## src/rtl/snd_arb_pkg.sv

```systemverilog
// Shared types and default sizing for the sound trigger arbiter.
// Latency: n/a (declarations only).
// Backpressure: n/a (declarations only).
package snd_arb_pkg;

    // Arbiter FSM states
    typedef enum logic [1:0] {
        S_IDLE  = 2'd0,
        S_ISSUE = 2'd1,
        S_PLAY  = 2'd2,
        S_GAP   = 2'd3
    } sndarb_state_t;

    // Default sizing: eight buttons, 1 ms debounce and 50 us gap at 50 MHz
    localparam int N_REQ_DEF        = 8;
    localparam int DEBOUNCE_CYC_DEF = 50000;
    localparam int GAP_CYC_DEF      = 2500;

endpackage

```

## src/rtl/snd_trigger_arbiter_btn_debounce.sv

```systemverilog
// Synchronise and debounce one raw button, flag rising edges of the debounced level.
// Latency: raw edge to rise pulse is DEBOUNCE_CYC+2 cycles for a clean input.
// Backpressure: none; free-running, rise is a one-cycle pulse.
//
// Ports:
//   clk      system clock (CLK_50M domain)
//   reset_n  asynchronous active-low reset
//   btn_raw  raw button level, asynchronous to clk
//   stable   debounced button level
//   rise     one-cycle pulse on each 0->1 transition of stable
module btn_debounce
    import snd_arb_pkg::*;
#(
    parameter int DEBOUNCE_CYC = DEBOUNCE_CYC_DEF
) (
    input  logic clk,
    input  logic reset_n,
    input  logic btn_raw,
    output logic stable,
    output logic rise
);

    localparam int CNT_W = $clog2(DEBOUNCE_CYC + 1);

    logic             sync_q1;
    logic             sync_q2;
    logic             stable_q;
    logic [CNT_W-1:0] cnt;

    // Two-flop synchroniser; sync_q1 may go metastable, only sync_q2 is used.
    always_ff @(posedge clk or negedge reset_n) begin
        if (!reset_n) begin
            sync_q1 <= 1'b0;
            sync_q2 <= 1'b0;
        end else begin
            sync_q1 <= btn_raw;
            sync_q2 <= sync_q1;
        end
    end

    // The count tracks how many consecutive cycles the synchronised value has
    // disagreed with the accepted level; any agreeing cycle restarts it. The
    // level flips on the DEBOUNCE_CYC-th disagreeing cycle.
    always_ff @(posedge clk or negedge reset_n) begin
        if (!reset_n) begin
            stable   <= 1'b0;
            stable_q <= 1'b0;
            cnt      <= '0;
        end else begin
            stable_q <= stable;
            if (sync_q2 == stable) begin
                cnt <= '0;
            end else if (cnt == CNT_W'(DEBOUNCE_CYC - 1)) begin
                stable <= sync_q2;
                cnt    <= '0;
            end else begin
                cnt <= cnt + CNT_W'(1);
            end
        end
    end

    assign rise = stable & ~stable_q;

endmodule

```

## src/rtl/snd_trigger_arbiter.sv

```systemverilog
// Round-robin arbiter sharing one sound generator between N_REQ debounced trigger buttons.
// Latency: button edge to pending DEBOUNCE_CYC+3, pending to play_valid 1, play_done to next play_valid GAP_CYC+2.
// Backpressure: play_valid/play_id held until play_ready; later presses wait in pending, repeats coalesce.
//
// Ports:
//   clk         system clock (CLK_50M domain)
//   reset_n     asynchronous active-low reset; drops play_valid and pending at once
//   btn_raw     raw button levels (joystick OR OSD), asynchronous, 1 = pressed
//   play_valid  request to the sound core is valid
//   play_id     sound index, stable while play_valid is high
//   play_ready  sound core accepts when play_valid && play_ready
//   play_done   one-cycle pulse, current sound finished (honoured only in PLAY)
//   play_abort  one-cycle registered stop pulse (preemption build only, else 0)
//   pending     latched, unserviced requests
//   busy        high in every state except IDLE
//
// Build option: define SNDARB_PREEMPT_EN to let a newly latched request abort the
// sound currently playing (abort pulse, then the normal silent gap).
module snd_trigger_arbiter
    import snd_arb_pkg::*;
#(
    parameter int N_REQ        = N_REQ_DEF,
    parameter int DEBOUNCE_CYC = DEBOUNCE_CYC_DEF,
    parameter int GAP_CYC      = GAP_CYC_DEF
) (
    input  logic                     clk,
    input  logic                     reset_n,
    input  logic [N_REQ-1:0]         btn_raw,
    output logic                     play_valid,
    output logic [$clog2(N_REQ)-1:0] play_id,
    input  logic                     play_ready,
    input  logic                     play_done,
    output logic                     play_abort,
    output logic [N_REQ-1:0]         pending,
    output logic                     busy
);

    localparam int ID_W  = $clog2(N_REQ);
    localparam int GAP_W = $clog2(GAP_CYC + 1);

    sndarb_state_t    state_q;
    logic [ID_W-1:0]  last_id;
    logic [GAP_W-1:0] gap_cnt;
    logic [N_REQ-1:0] btn_stable;
    logic [N_REQ-1:0] btn_rise;
    logic [N_REQ-1:0] clr_mask;
    logic             handshake;

    // ------------------------------------------------------------------
    // Per-button synchroniser + debounce
    // ------------------------------------------------------------------
    for (genvar g = 0; g < N_REQ; g++) begin : g_btn
        btn_debounce #(
            .DEBOUNCE_CYC (DEBOUNCE_CYC)
        ) u_btn_debounce (
            .clk     (clk),
            .reset_n (reset_n),
            .btn_raw (btn_raw[g]),
            .stable  (btn_stable[g]),
            .rise    (btn_rise[g])
        );
    end

    // Only the edge matters; the held level is not otherwise consumed.
    logic unused_stable;
    assign unused_stable = ^btn_stable;

    // ------------------------------------------------------------------
    // Round-robin pick: first set bit strictly after last, wrapping.
    // Scanning k = 1..N_REQ ends on last itself, so a lone request from
    // the previous winner is still found.
    // ------------------------------------------------------------------
    function automatic logic [ID_W-1:0] rr_pick(input logic [N_REQ-1:0] req,
                                                input logic [ID_W-1:0]  last);
        logic [ID_W-1:0] pick;
        logic            found;
        int              idx;
        pick  = '0;
        found = 1'b0;
        for (int k = 1; k <= N_REQ; k++) begin
            idx = (int'(last) + k) % N_REQ;
            if (!found && req[idx]) begin
                pick  = ID_W'(idx);
                found = 1'b1;
            end
        end
        return pick;
    endfunction

    // ------------------------------------------------------------------
    // Pending request latch. A fresh edge in the handshake cycle of the
    // same id wins over the clear, so that press is not lost.
    // ------------------------------------------------------------------
    assign handshake = (state_q == S_ISSUE) && play_ready;
    assign clr_mask  = handshake ? (N_REQ'(1) << play_id) : '0;

    always_ff @(posedge clk or negedge reset_n) begin
        if (!reset_n) begin
            pending <= '0;
        end else begin
            pending <= (pending & ~clr_mask) | btn_rise;
        end
    end

`ifdef SNDARB_PREEMPT_EN
    // Bits that become pending this cycle (repeat presses of an already
    // pending id do not count as new).
    logic [N_REQ-1:0] new_req;
    logic             abort_q;
    assign new_req    = btn_rise & ~pending;
    assign play_abort = abort_q;
`else
    assign play_abort = 1'b0;
`endif

    // ------------------------------------------------------------------
    // Arbiter FSM
    // ------------------------------------------------------------------
    always_ff @(posedge clk or negedge reset_n) begin
        if (!reset_n) begin
            state_q <= S_IDLE;
            play_id <= '0;
            last_id <= ID_W'(N_REQ - 1);
            gap_cnt <= '0;
`ifdef SNDARB_PREEMPT_EN
            abort_q <= 1'b0;
`endif
        end else begin
`ifdef SNDARB_PREEMPT_EN
            abort_q <= 1'b0;
`endif
            case (state_q)
                S_IDLE: begin
                    // play_id is only ever written here, which keeps it
                    // stable for the whole ISSUE/PLAY/GAP sequence.
                    if (|pending) begin
                        state_q <= S_ISSUE;
                        play_id <= rr_pick(pending, last_id);
                    end
                end
                S_ISSUE: begin
                    if (play_ready) begin
                        state_q <= S_PLAY;
                        last_id <= play_id;
                    end
                end
                S_PLAY: begin
                    if (play_done) begin
                        state_q <= S_GAP;
                        gap_cnt <= GAP_W'(GAP_CYC - 1);
                    end
`ifdef SNDARB_PREEMPT_EN
                    // A natural end in the same cycle takes precedence,
                    // so no abort is sent for a sound that already ended.
                    else if (|new_req) begin
                        state_q <= S_GAP;
                        gap_cnt <= GAP_W'(GAP_CYC - 1);
                        abort_q <= 1'b1;
                    end
`endif
                end
                S_GAP: begin
                    if (gap_cnt == '0) begin
                        state_q <= S_IDLE;
                    end else begin
                        gap_cnt <= gap_cnt - GAP_W'(1);
                    end
                end
                default: begin
                    state_q <= S_IDLE;
                end
            endcase
        end
    end

    assign play_valid = (state_q == S_ISSUE);
    assign busy       = (state_q != S_IDLE);

endmodule

```

## config.mk

```make
export PLATFORM = sky130hd
export DESIGN_NAME = snd_trigger_arbiter
export DESIGN_NICKNAME = d
export VERILOG_FILES = /design/src/rtl/snd_arb_pkg.sv /design/src/rtl/snd_trigger_arbiter_btn_debounce.sv /design/src/rtl/snd_trigger_arbiter.sv
export SDC_FILE = /design/constraint.sdc
export NUM_CORES = 1
export LEC_CHECK = 0
export CAP_MARGIN = 15
export CORE_MARGIN = 2
export CORE_UTILIZATION = 55
export DETAILED_ROUTE_END_ITERATION = 8
export GPL_TIMING_DRIVEN = 1
export PLACE_DENSITY = 0.72
export SETUP_SLACK_MARGIN = 0.05
export SLEW_MARGIN = 20
export SYNTH_ARGS = -nofsm -noshare
export SYNTH_HDL_FRONTEND = slang
export SYNTH_HIERARCHICAL = 1
export SYNTH_SLANG_ARGS = --single-unit
```

## constraint.sdc

```tcl
create_clock -name clk -period 6.3 [get_ports clk]
set_input_delay 0.945 -clock clk [delete_from_list [all_inputs] [get_ports clk]]
set_output_delay 0.945 -clock clk [all_outputs]
set_load 0.02 [all_outputs]
```

==> run summary, run 1 <==
startpoint types: register
synth-to-layout area growth: 9.41%
FF-to-FF path depth: 8
area of the multi-input gates: 4800 µm²
fin nets: 987
dpl hpwl: 11.3 mm
post-layout minimum cycle time: 3.45 ns
Finish-stage setup viols: 0
Clk pwr share: 0.399
FF-to-FF setup slack: 2.85 ns
Resize count post-CTS: 0
sw frac: 0.254
reg-to-reg endpoint: play_id[1]
drc violations: 0
CTS H-Tree Depth: 4
initial antenna violation count: 0
WHS Path Cells: 0
Initial Util: 0.564
Post-synth EDFFs: 0
Distinct cells, synth: 63
Worst EP required: 6.65 ns
clock buffer depth: 2
layout cells sized above 1: 0.0967
worst-path maximum fanout: 16
Psw: 653 µW
Hold Path Origin: g_btn[6].u_btn_debounce/sync_q1
Max-cap violations: 0
Pre-antenna DRT Iters: 5
FF-to-FF Start: last_id[0]
Post-Route WL: 17.6 mm
crit path DAT: 3.80 ns
synthesized flop and latch total: 188
unrepaired setup endpoints after global routing: no
Core Region: 17400 µm²
FF+latch area: 4710 µm²
Synth area leaders: dfrtp_1, xor2_1, nor2_1, xnor2_1, nand4_1
DR vias: 6848
CP max stage cell: dfstp_2
Mapped Nets: 971
GR peak layer: met2
final period utilization: 0.547
DR iter-0 viols: 317
Mapped Cells: 943
fmax: 290 MHz
clock skew: 0.0105 ns
Hold Vio Cnt, Final: 0
Main synth FF type: dfrtp_1
Seq pwr share: 0.504
overall power: 2580 µW
first-pass GRT wire length: 30.6 mm
max_slew headroom: 0.369
Crit Path Class: reg2reg
design area: 10700 µm²
clock slew at reported path FFs: 0.07 ns
critical path's largest stage delay: 0.77 ns
Die ar.: 18900 µm²
CP endpoint kind: register
synth warn: 6
number of global-route vias before repair: 6544
I/O pin count: 26
final core utilization: 0.617
Clk Latency, worst-skew pair: 0.44 ns
clk sinks: 188
cell breakdown of the critical path: inv_1 -> ha_1 -> mux4_2 -> mux2i_4 -> nand3_4 -> or4_4 -> a311o_1 -> a31oi_1
# port buffers: 24
Power Dens Cells: 241 nW/µm²
# fillers: 1432
Slew Limit Fails: 0
postcts setup bufs: 0
Post-Place Cell Area: 10100 µm²
met1 Use GR: 0.286
met2 GRT Util: 0.313
# rows: 48
number of buffers created by CTS: 17
WHS Endpoint: g_btn[6].u_btn_debounce/sync_q2
met3 usage: 0.0489
VDD IR max: 0.000182 V
internal power: 1920 µW
Die Wd: 137 µm
cell accounting for the most synthesized area: dfrtp_1
Remaining Overflow, GRT: 0
root buffer cell: clkbuf_16
setup tns final: 0 ns
status: completed
Total GRT Usage: 0.203
Mean Syn Cell Area: 10.4 µm²
Mapped Area: 9780 µm²
Leak: 0.00446 µW
worst-margin pin slew: 0.946 ns
CTS tree: built
number of hold buffers added after cts: 0
ANT nets after route: 0
Gate power share: 0.097
sequential-to-total area share from yosys stat: 0.481
WL per Instance: 14.7 µm
chip height: 137 µm
antenna diode count: 0
via/cell ratio: 5.72
routability cong.: 0.875
Hold WC Path Type: reg2reg
asr flop ratio synth: 1.00
post-synth top area share: 0.473
largest net degree at the start of global routing: 122
==> power by group through the flow <==
| stage | sequential, µW | combinational, µW | clock, µW |
|---|---|---|---|
| after global placement | 1320 | 243 | 0 |
| after CTS | 1300 | 254 | 1060 |
| after global routing | 1300 | 287 | 1120 |
| final | 1300 | 250 | 1030 |
| after floorplan | 1310 | 173 | 0 |
| after detailed placement | 1320 | 250 | 0 |
==> per-stage QoR <==
step / cells / hold WS (ns) / setup slack, ns
2_1_floorplan: 943 / 0.331 / 2.91
3_3_place_gp: 1165 / 0.331 / 2.93
3_5_place_dp: 1165 / 0.336 / 2.89
4_1_cts: 1197 / 0.351 / 2.87
5_1_grt: 1197 / 0.364 / 2.68
6_report: 1197 / 0.349 / 2.85
==> kinds of logic (layout without fill, tap and decap cells) <==
family | after synthesis | in the layout | synth area share
AO/OA/AOI/OAI | 74 | 74 | 0.0489
adder cells (fa/ha/maj) | 16 | 16 | 0.0205
AND/OR/NAND/NOR | 462 | 462 | 0.260
multiplexers | 29 | 29 | 0.0515
XOR/XNOR | 122 | 122 | 0.109
other | 1 | 1 | 0.000383
flip-flops | 188 | 188 | 0.481
buffers and inverters | 51 | 80 | 0.0279
==> cells in the final DEF, fill, tap and decap left out, drive strengths merged, types with 7 or more instances in the layout <==
| cell | netlist | routed |
|---|---|---|
| nand4 | 50 | 50 |
| nand3 | 60 | 60 |
| xnor2 | 59 | 59 |
| inv | 22 | 25 |
| nor3 | 19 | 19 |
| o31ai | 10 | 10 |
| clkbuf | 16 | 22 |
| ha | 16 | 16 |
| o21ai | 11 | 11 |
| a21o | 8 | 8 |
| nor2b | 11 | 11 |
| or3 | 12 | 12 |
| nand4bb | 8 | 8 |
| nor4 | 19 | 19 |
| or4 | 18 | 18 |
| mux4 | 10 | 10 |
| dfrtp | 185 | 185 |
| or3b | 11 | 11 |
| or4b | 8 | 8 |
| a21oi | 25 | 25 |
| mux2 | 12 | 12 |
| mux2i | 7 | 7 |
| clkdlybuf4s50 | 0 | 23 |
| xor2 | 63 | 63 |
| and4 | 8 | 8 |
| and3 | 18 | 18 |
| nand2 | 60 | 60 |
| nor2 | 146 | 146 |
==> Yosys cell counts, types with 19 or more instances <==
| master | instances |
|---|---|
| xor2_1 | 63 |
| nand2_1 | 52 |
| nor4_1 | 19 |
| dfrtp_1 | 185 |
| nor2_1 | 146 |
| nand4_1 | 50 |
| a21oi_1 | 25 |
| xnor2_1 | 59 |
| nor3_1 | 19 |
| inv_1 | 22 |
| nand3_1 | 59 |
==> flip-flops by register name (all words and copies together), names as in the netlist <==
name	cells
g_btn.u_btn_debounce/sync_q2	8
play_id	3
g_btn.u_btn_debounce/cnt	128
gap_cnt	12
pending	8
g_btn.u_btn_debounce/sync_q1	8
last_id	3
g_btn.u_btn_debounce/stable	8
state_q	2
g_btn.u_btn_debounce/stable_q	8
==> per-layer routing <==
layer	up-vias	routed length [µm]	share of wire
li1	3389	-	-
met1	3332	8780	0.50
met2	108	7980	0.45
met3	19	571	0.032
met4	0	263	0.015
met5	-	0	0
==> final cells by class <==
type	count	area share
clock inverters	11	0.0103
inverters	22	0.00771
well taps	225	0.0263
multi-input cells	704	0.449
flip-flops and latches	188	0.440
repair buffers	26	0.0242
clock buffers	21	0.0430
==> worst max path at each step <==
stage | startpoint | endpoint
5_1_grt | last_id[0] | play_id[1]
2_1_floorplan | last_id[1] | play_id[1]
4_1_cts | last_id[0] | play_id[1]
6_report | last_id[0] | play_id[1]
3_5_place_dp | last_id[0] | play_id[1]
3_3_place_gp | last_id[0] | play_id[1]
==> worst max-delay path: cells and delay by family (launching register included) <==
kind                       cells  cell delay [ns]
muxes                          2             0.72
AOI/OAI and AO/OA              2             0.52
and+or+nand+nor                2             0.63
DFF                            1             0.77
adders and majority gates      1             0.54
buffers and inverters          1             0.18
Note: power is estimated with default switching activity, not from simulation.
==> inputs of run 2 (changes only) <==
clock period = 3.3 ns   (was 6.3 ns; I/O delays follow)
==> run 2 against run 1 <==
Effect of this change:
- flip-flop and latch count unchanged
- total power up 94%
- utilization up 0.40 points
- via count down 0.69%
- fmax up 13%
- combinational power up 92%
==> run summary, run 2 (synthesis results as in run 1) <==
initial antenna violation count: 0 (unchanged)
Final Non-Filler Cells: 1203 (was 1197)
pre-CTS setup slack: 0.285 ns (was 2.89 ns)
critical path's largest stage delay: 0.53 ns (was 0.77 ns)
worst-path maximum fanout: 11 (was 16)
# fillers: 1433 (was 1432)
via/cell ratio: 5.65 (was 5.72)
Finish-stage setup viols: 0 (unchanged)
Post-Route WL: 17.5 mm (was 17.6 mm)
clock slew at reported path FFs: 0.07 ns (about the same)
Die Wd: 137 µm (unchanged)
cell breakdown of the critical path: inv_1 -> ha_1 -> mux4_2 -> mux2i_4 -> nand3_4 -> or4_4 -> a311o_1 -> a31oi_1 (unchanged)
clock buffer depth: 2 (unchanged)
# port buffers: 24 (unchanged)
routed wl met2: 8.28 mm (was 7.98 mm)
Die ar.: 18900 µm² (unchanged)
layout cells sized above 1: 0.104 (was 0.0967)
number of global-route vias before repair: 6581 (was 6544)
CTS tree: built (unchanged)
fin nets: 993 (was 987)
Power Dens Cells: 464 nW/µm² (was 241 nW/µm²)
post-layout minimum cycle time: 3.04 ns (was 3.45 ns)
status: completed (unchanged)
DR vias: 6801 (was 6848)
chip height: 137 µm (unchanged)
dpl cells: 1171 (was 1165)
largest net degree at the start of global routing: 101 (was 122)
clock skew: 0.00868 ns (was 0.0105 ns)
first-pass GRT wire length: 30.8 mm (was 30.6 mm)
fmax: 328 MHz (was 290 MHz)
setup tns final: 0 ns (unchanged)
dpl hpwl: 11.8 mm (was 11.3 mm)
Resize count post-CTS: 0 (unchanged)
unrepaired setup endpoints after global routing: no (unchanged)
root buffer cell: clkbuf_16 (unchanged)
Hold Vio Cnt, Final: 0 (unchanged)
ANT nets after route: 0 (unchanged)
Max-cap violations: 0 (unchanged)
number of buffers created by CTS: 17 (unchanged)
Leak: 0.00450 µW (was 0.00446 µW)
crit path DAT: 3.39 ns (was 3.80 ns)
Slew Limit Fails: 0 (unchanged)
Largest Register: g_btn.u_btn_debounce/cnt (unchanged)
Pre-antenna DRT Iters: 5 (unchanged)
met3 wire len: 613 µm (was 571 µm)
antenna diode count: 0 (unchanged)
startpoint types: register (unchanged)
synth-to-layout area growth: 10.1% (was 9.41%)
worst-margin pin slew: 0.808 ns (was 0.946 ns)
commonest non-fill, non-tap cell in the layout: dfrtp_1 (unchanged)
most frequent cells in the layout: dfrtp_1, nor2_1, xor2_1 (unchanged)
WL per Instance: 14.6 µm (was 14.7 µm)
Total GRT Usage: 0.204 (was 0.203)
CTS H-Tree Depth: 4 (unchanged)
final period utilization: 0.923 (was 0.547)
Initial Util: 0.564 (unchanged)
Largest regs: g_btn.u_btn_debounce/cnt: 128 flops, gap_cnt: 12 flops (unchanged)
I/O pin count: 26 (unchanged)
Clk Latency, worst-skew pair: 0.43 ns (was 0.44 ns)
overall power: 5000 µW (was 2580 µW)
clk sinks: 188 (unchanged)
highest metal used: met4 (unchanged)
routability cong.: 0.871 (was 0.875)
met1 WL: 8.38 mm (was 8.78 mm)
number of hold buffers added after cts: 0 (unchanged)
DR iter-0 viols: 390 (was 317)
worst setup margin: 0.255 ns (was 2.85 ns)
Hold WC Path Type: in2async (was reg2reg)
final core utilization: 0.621 (was 0.617)
CP endpoint kind: register (unchanged)
# rows: 48 (unchanged)
VDD IR max: 0.000374 V (was 0.000182 V)
Remaining Overflow, GRT: 0 (unchanged)
drc violations: 0 (unchanged)
Worst EP required: 3.65 ns (was 6.65 ns)
Crit Path Class: reg2reg (unchanged)
postcts setup bufs: 0 (unchanged)
max reg flops: 128 (unchanged)
max_slew headroom: 0.461 (was 0.369)
Core Region: 17400 µm² (unchanged)
CP max stage cell: dfstp_2 (unchanged)
## run 2: cell count changes in the layout (fill, tap and decap cells not counted)
cell / before / now
clkbuf_8: 3 / 2
clkinvlp_4: 3 / 4
clkinv_4: 3 / 1
buf_4: 2 / 8
bufinv_16: 1 / 2
clkbuf_1: 2 / 0
inv_6: 3 / 6
## run 2: layout make-up
type | instances | area, µm² | area share
Inverter | 22 | 82.6 | 0.00766
Timing Repair Buffer | 32 | 304 | 0.0282
Clock buffer | 18 | 439 | 0.0408
Sequential cell | 188 | 4710 | 0.437
Multi-Input combinational cell | 704 | 4800 | 0.446
Clock inverter | 14 | 156 | 0.0145
Tap cell | 225 | 282 | 0.0261
## run 2: critical path, delay by kind of cell, from the launching register on
kind,cells,cell delay (ns)
muxes,2,0.71
and+or+nand+nor,2,0.62
AOI/OAI and AO/OA,2,0.51
adders and majority gates,1,0.50
DFF,1,0.53
buffers and inverters,1,0.08
## run 2: path summary, 6_finish.rpt
| check | startpoint | to | slack, ns | depth (start not counted) |
|---|---|---|---|---|
| worst min-delay path | reset_n | gap_cnt[7] | 0.08 | 1 |
| worst max-delay path | last_id[0] | play_id[1] | 0.26 | 8 |
| worst min register to register | g_btn[5].u_btn_debounce/sync_q1 | g_btn[5].u_btn_debounce/sync_q2 | 0.35 | 0 |
| max in group asynchronous | reset_n | g_btn[3].u_btn_debounce/sync_q1 | 2.31 | 2 |
| min in group clk | g_btn[5].u_btn_debounce/sync_q1 | g_btn[5].u_btn_debounce/sync_q2 | 0.35 | 0 |
| worst max register to register | last_id[0] | play_id[1] | 0.26 | 8 |
## run 2: power breakdown
group | leakage (µW) | switching (µW) | internal, µW
Clock | 0.000281 | 891 | 1150
Sequential | 0.00253 | 84.8 | 2390
Combinational | 0.00169 | 286 | 193
## run 2: metal layers
metal	global-route usage	up-vias
met3	0.0445	26
met2	0.327	117
met1	0.277	3257
li1	-	3401
met5	0	-
met4	0.0682	0
## run 2: metrics by stage
step,hold slack (ns),instance area [µm²]
after floorplan,0.199,9790
after global placement,0.333,10200
after detailed placement,0.339,10200
after CTS,0.152,10800
after global routing,0.180,10800
final,0.0782,10800
==> inputs of run 3 (changes only) <==
CORE_MARGIN = 1   (was 2)
PLACE_DENSITY = 0.75   (was 0.72)
clock period = 2.56 ns   (was 3.3 ns; I/O delays follow)
==> run 3 against run 2 <==
Effect of this change:
- sequential share of layout area shrank 1.3 points
- non-clock buffer count grew 25
- worst setup slack lost 0.24 ns
- first-iteration DRC count decreased by 0.51%
- design area rose by 3.0%
- global-route usage grew 0.65 points
- critical path type unchanged
- highest routed layer unchanged
- register-to-register slack lost 0.24 ns
==> run summary, run 3 (synthesis results as in run 1) <==
clock buffer depth: 2 (unchanged)
dpl cells: 1191 (was 1171)
synth-to-layout area growth: 13.4% (was 10.1%)
via/cell ratio: 5.72 (was 5.65)
Finish-stage setup viols: 0 (unchanged)
Final Non-Filler Cells: 1228 (was 1203)
Worst EP required: 2.91 ns (was 3.65 ns)
CTS H-Tree Depth: 4 (unchanged)
layout cells sized above 1: 0.145 (was 0.104)
ANT nets after route: 0 (unchanged)
Hold Vio Cnt, Final: 0 (unchanged)
number of global-route vias before repair: 6692 (was 6581)
clock slew at reported path FFs: 0.07 ns (about the same)
Pre-antenna DRT Iters: 5 (unchanged)
Die ar.: 18300 µm² (was 18900 µm²)
DR vias: 7028 (was 6801)
CP endpoint kind: register (unchanged)
first-pass GRT wire length: 30.8 mm (about the same)
commonest non-fill, non-tap cell in the layout: dfrtp_1 (unchanged)
initial antenna violation count: 0 (unchanged)
routability cong.: 0.977 (was 0.871)
sw frac: 0.249 (was 0.253)
# rows: 48 (unchanged)
CTS tree: built (unchanged)
drc violations: 0 (unchanged)
final period utilization: 0.993 (was 0.923)
number of buffers created by CTS: 17 (unchanged)
fin nets: 1018 (was 993)
reg-to-reg endpoint: play_id[1] (unchanged)
FF-to-FF setup slack: 0.02 ns (was 0.26 ns)
crit path DAT: 2.89 ns (was 3.39 ns)
Slew Limit Fails: 0 (unchanged)
worst-path maximum fanout: 7 (was 11)
Largest regs: g_btn.u_btn_debounce/cnt: 128 flops, gap_cnt: 12 flops (unchanged)
chip height: 135 µm (was 137 µm)
Remaining Overflow, GRT: 0 (unchanged)
critical path's largest stage delay: 0.67 ns (was 0.53 ns)
Seq pwr share: 0.486 (was 0.496)
CP endpoint: play_id[1] (unchanged)
Critical Path Source: last_id[1] (was last_id[0])
max reg flops: 128 (unchanged)
Die Wd: 135 µm (was 137 µm)
post-layout minimum cycle time: 2.54 ns (was 3.04 ns)
I/O pin count: 26 (unchanged)
clk sinks: 188 (unchanged)
FF-to-FF Start: last_id[1] (was last_id[0])
Leak: 0.00465 µW (was 0.00450 µW)
hold slack: 0.349 ns (was 0.0782 ns)
Hold WC Path Type: reg2reg (was in2async)
Initial Util: 0.564 (unchanged)
most frequent cells in the layout: dfrtp_1, nor2_1, xor2_1 (unchanged)
Crit Path Class: reg2reg (unchanged)
antenna diode count: 0 (unchanged)
WL per Instance: 14.7 µm (was 14.6 µm)
Power Dens Cells: 591 nW/µm² (was 464 nW/µm²)
largest net degree at the start of global routing: 56 (was 101)
clock skew: 0.0134 ns (was 0.00868 ns)
Psw: 1640 µW (was 1260 µW)
fmax: 393 MHz (was 328 MHz)
root buffer cell: clkbuf_16 (unchanged)
Core Region: 17400 µm² (unchanged)
Post-Route WL: 18.1 mm (was 17.5 mm)
unrepaired setup endpoints after global routing: yes (was no)
cell breakdown of the critical path: inv_8 -> ha_4 -> mux4_2 -> mux2i_4 -> nand3_4 -> or4_4 -> a311o_1 -> a31oi_1 (was inv_1 -> ha_1 -> mux4_2 -> mux2i_4 -> nand3_4 -> or4_4 -> a311o_1 -> a31oi_1)
internal power: 4920 µW (was 3730 µW)
status: completed (unchanged)
CP max stage cell: dfstp_2 (unchanged)
Clk Latency, worst-skew pair: 0.43 ns (about the same)
Total GRT Usage: 0.211 (was 0.204)
Clk pwr share: 0.419 (was 0.409)
VDD IR max: 0.000569 V (was 0.000374 V)
startpoint types: register (unchanged)
# port buffers: 24 (unchanged)
Max-cap violations: 0 (unchanged)
# fillers: 1347 (was 1433)
overall power: 6560 µW (was 5000 µW)
Gate power share: 0.095 (was 0.096)
Largest Register: g_btn.u_btn_debounce/cnt (unchanged)
FF-to-FF path depth: 8 (unchanged)
dpl hpwl: 12.2 mm (was 11.8 mm)
DR iter-0 viols: 388 (was 390)
run 3: worst min-delay path by stage:
stage | from | end | slack (ns) | cells past startpoint
after detailed placement | g_btn[6].u_btn_debounce/sync_q1 | g_btn[6].u_btn_debounce/sync_q2 | 0.34 | 0
after floorplan | reset_n | g_btn[0].u_btn_debounce/cnt[0] | 0.09 | 0
after global routing | g_btn[0].u_btn_debounce/sync_q1 | g_btn[0].u_btn_debounce/sync_q2 | 0.36 | 0
after CTS | g_btn[0].u_btn_debounce/sync_q1 | g_btn[0].u_btn_debounce/sync_q2 | 0.35 | 0
final | g_btn[3].u_btn_debounce/sync_q1 | g_btn[3].u_btn_debounce/sync_q2 | 0.35 | 0
after global placement | g_btn[3].u_btn_debounce/sync_q1 | g_btn[3].u_btn_debounce/sync_q2 | 0.33 | 0
run 3: worst max-delay path, delay by kind of cell, from the launching register on:
family / cells / cell delay, ns
flops: 1 / 0.67
mux: 2 / 0.56
simple gates: 2 / 0.50
compound gates: 2 / 0.42
fa+ha+maj: 1 / 0.29
buf+inv: 1 / 0.04
run 3: layout make-up:
type	instances	area, µm²	share of cell area
clock inverter	13	176	0.0159
tap	225	282	0.0254
sequential	188	4710	0.424
timing repair buffer	57	531	0.0478
clock buffer	19	443	0.0399
inverter	22	95.1	0.00857
multi-input combinational	704	4860	0.438
run 3: power by group through the flow:
stage	Sequential, µW	Clock (µW)	Combinational, µW
after CTS	3190	2820	632
after floorplan	3220	0	426
after global placement	3240	0	608
after global routing	3210	2950	709
after detailed placement	3240	0	627
final	3190	2750	620
run 3: through the flow:
| stage | util | worst slack, ns | TNS (ns) | cell area (µm²) |
|---|---|---|---|---|
| 4_1_cts | 0.636 | 0.0201 | 0 | 11000 |
| 3_5_place_dp | 0.598 | -0.00920 | -0.00920 | 10400 |
| 5_1_grt | 0.639 | -0.0782 | -0.193 | 11100 |
| 6_report | 0.639 | 0.0172 | 0 | 11100 |
| 3_3_place_gp | 0.598 | 0.0444 | 0 | 10400 |
| 2_1_floorplan | - | -0.235 | -0.279 | 9850 |
run 3: repair_timing:
item                       CTS  global route
setup endpoints to repair    2            10
hold buffers                 1             0
pin swaps                    2             9
buffers inserted             2             2
hold endpoints to repair    48             0
gates resized for setup      4            20
run 3: routing by layer:
| layer | wire length (µm) | vias up | GRT usage |
|---|---|---|---|
| met1 | 8590 | 3443 | 0.283 |
| met2 | 8650 | 112 | 0.337 |
| met5 | 0 | - | 0 |
| li1 | - | 3450 | - |
| met3 | 562 | 23 | 0.0434 |
| met4 | 288 | 0 | 0.0793 |
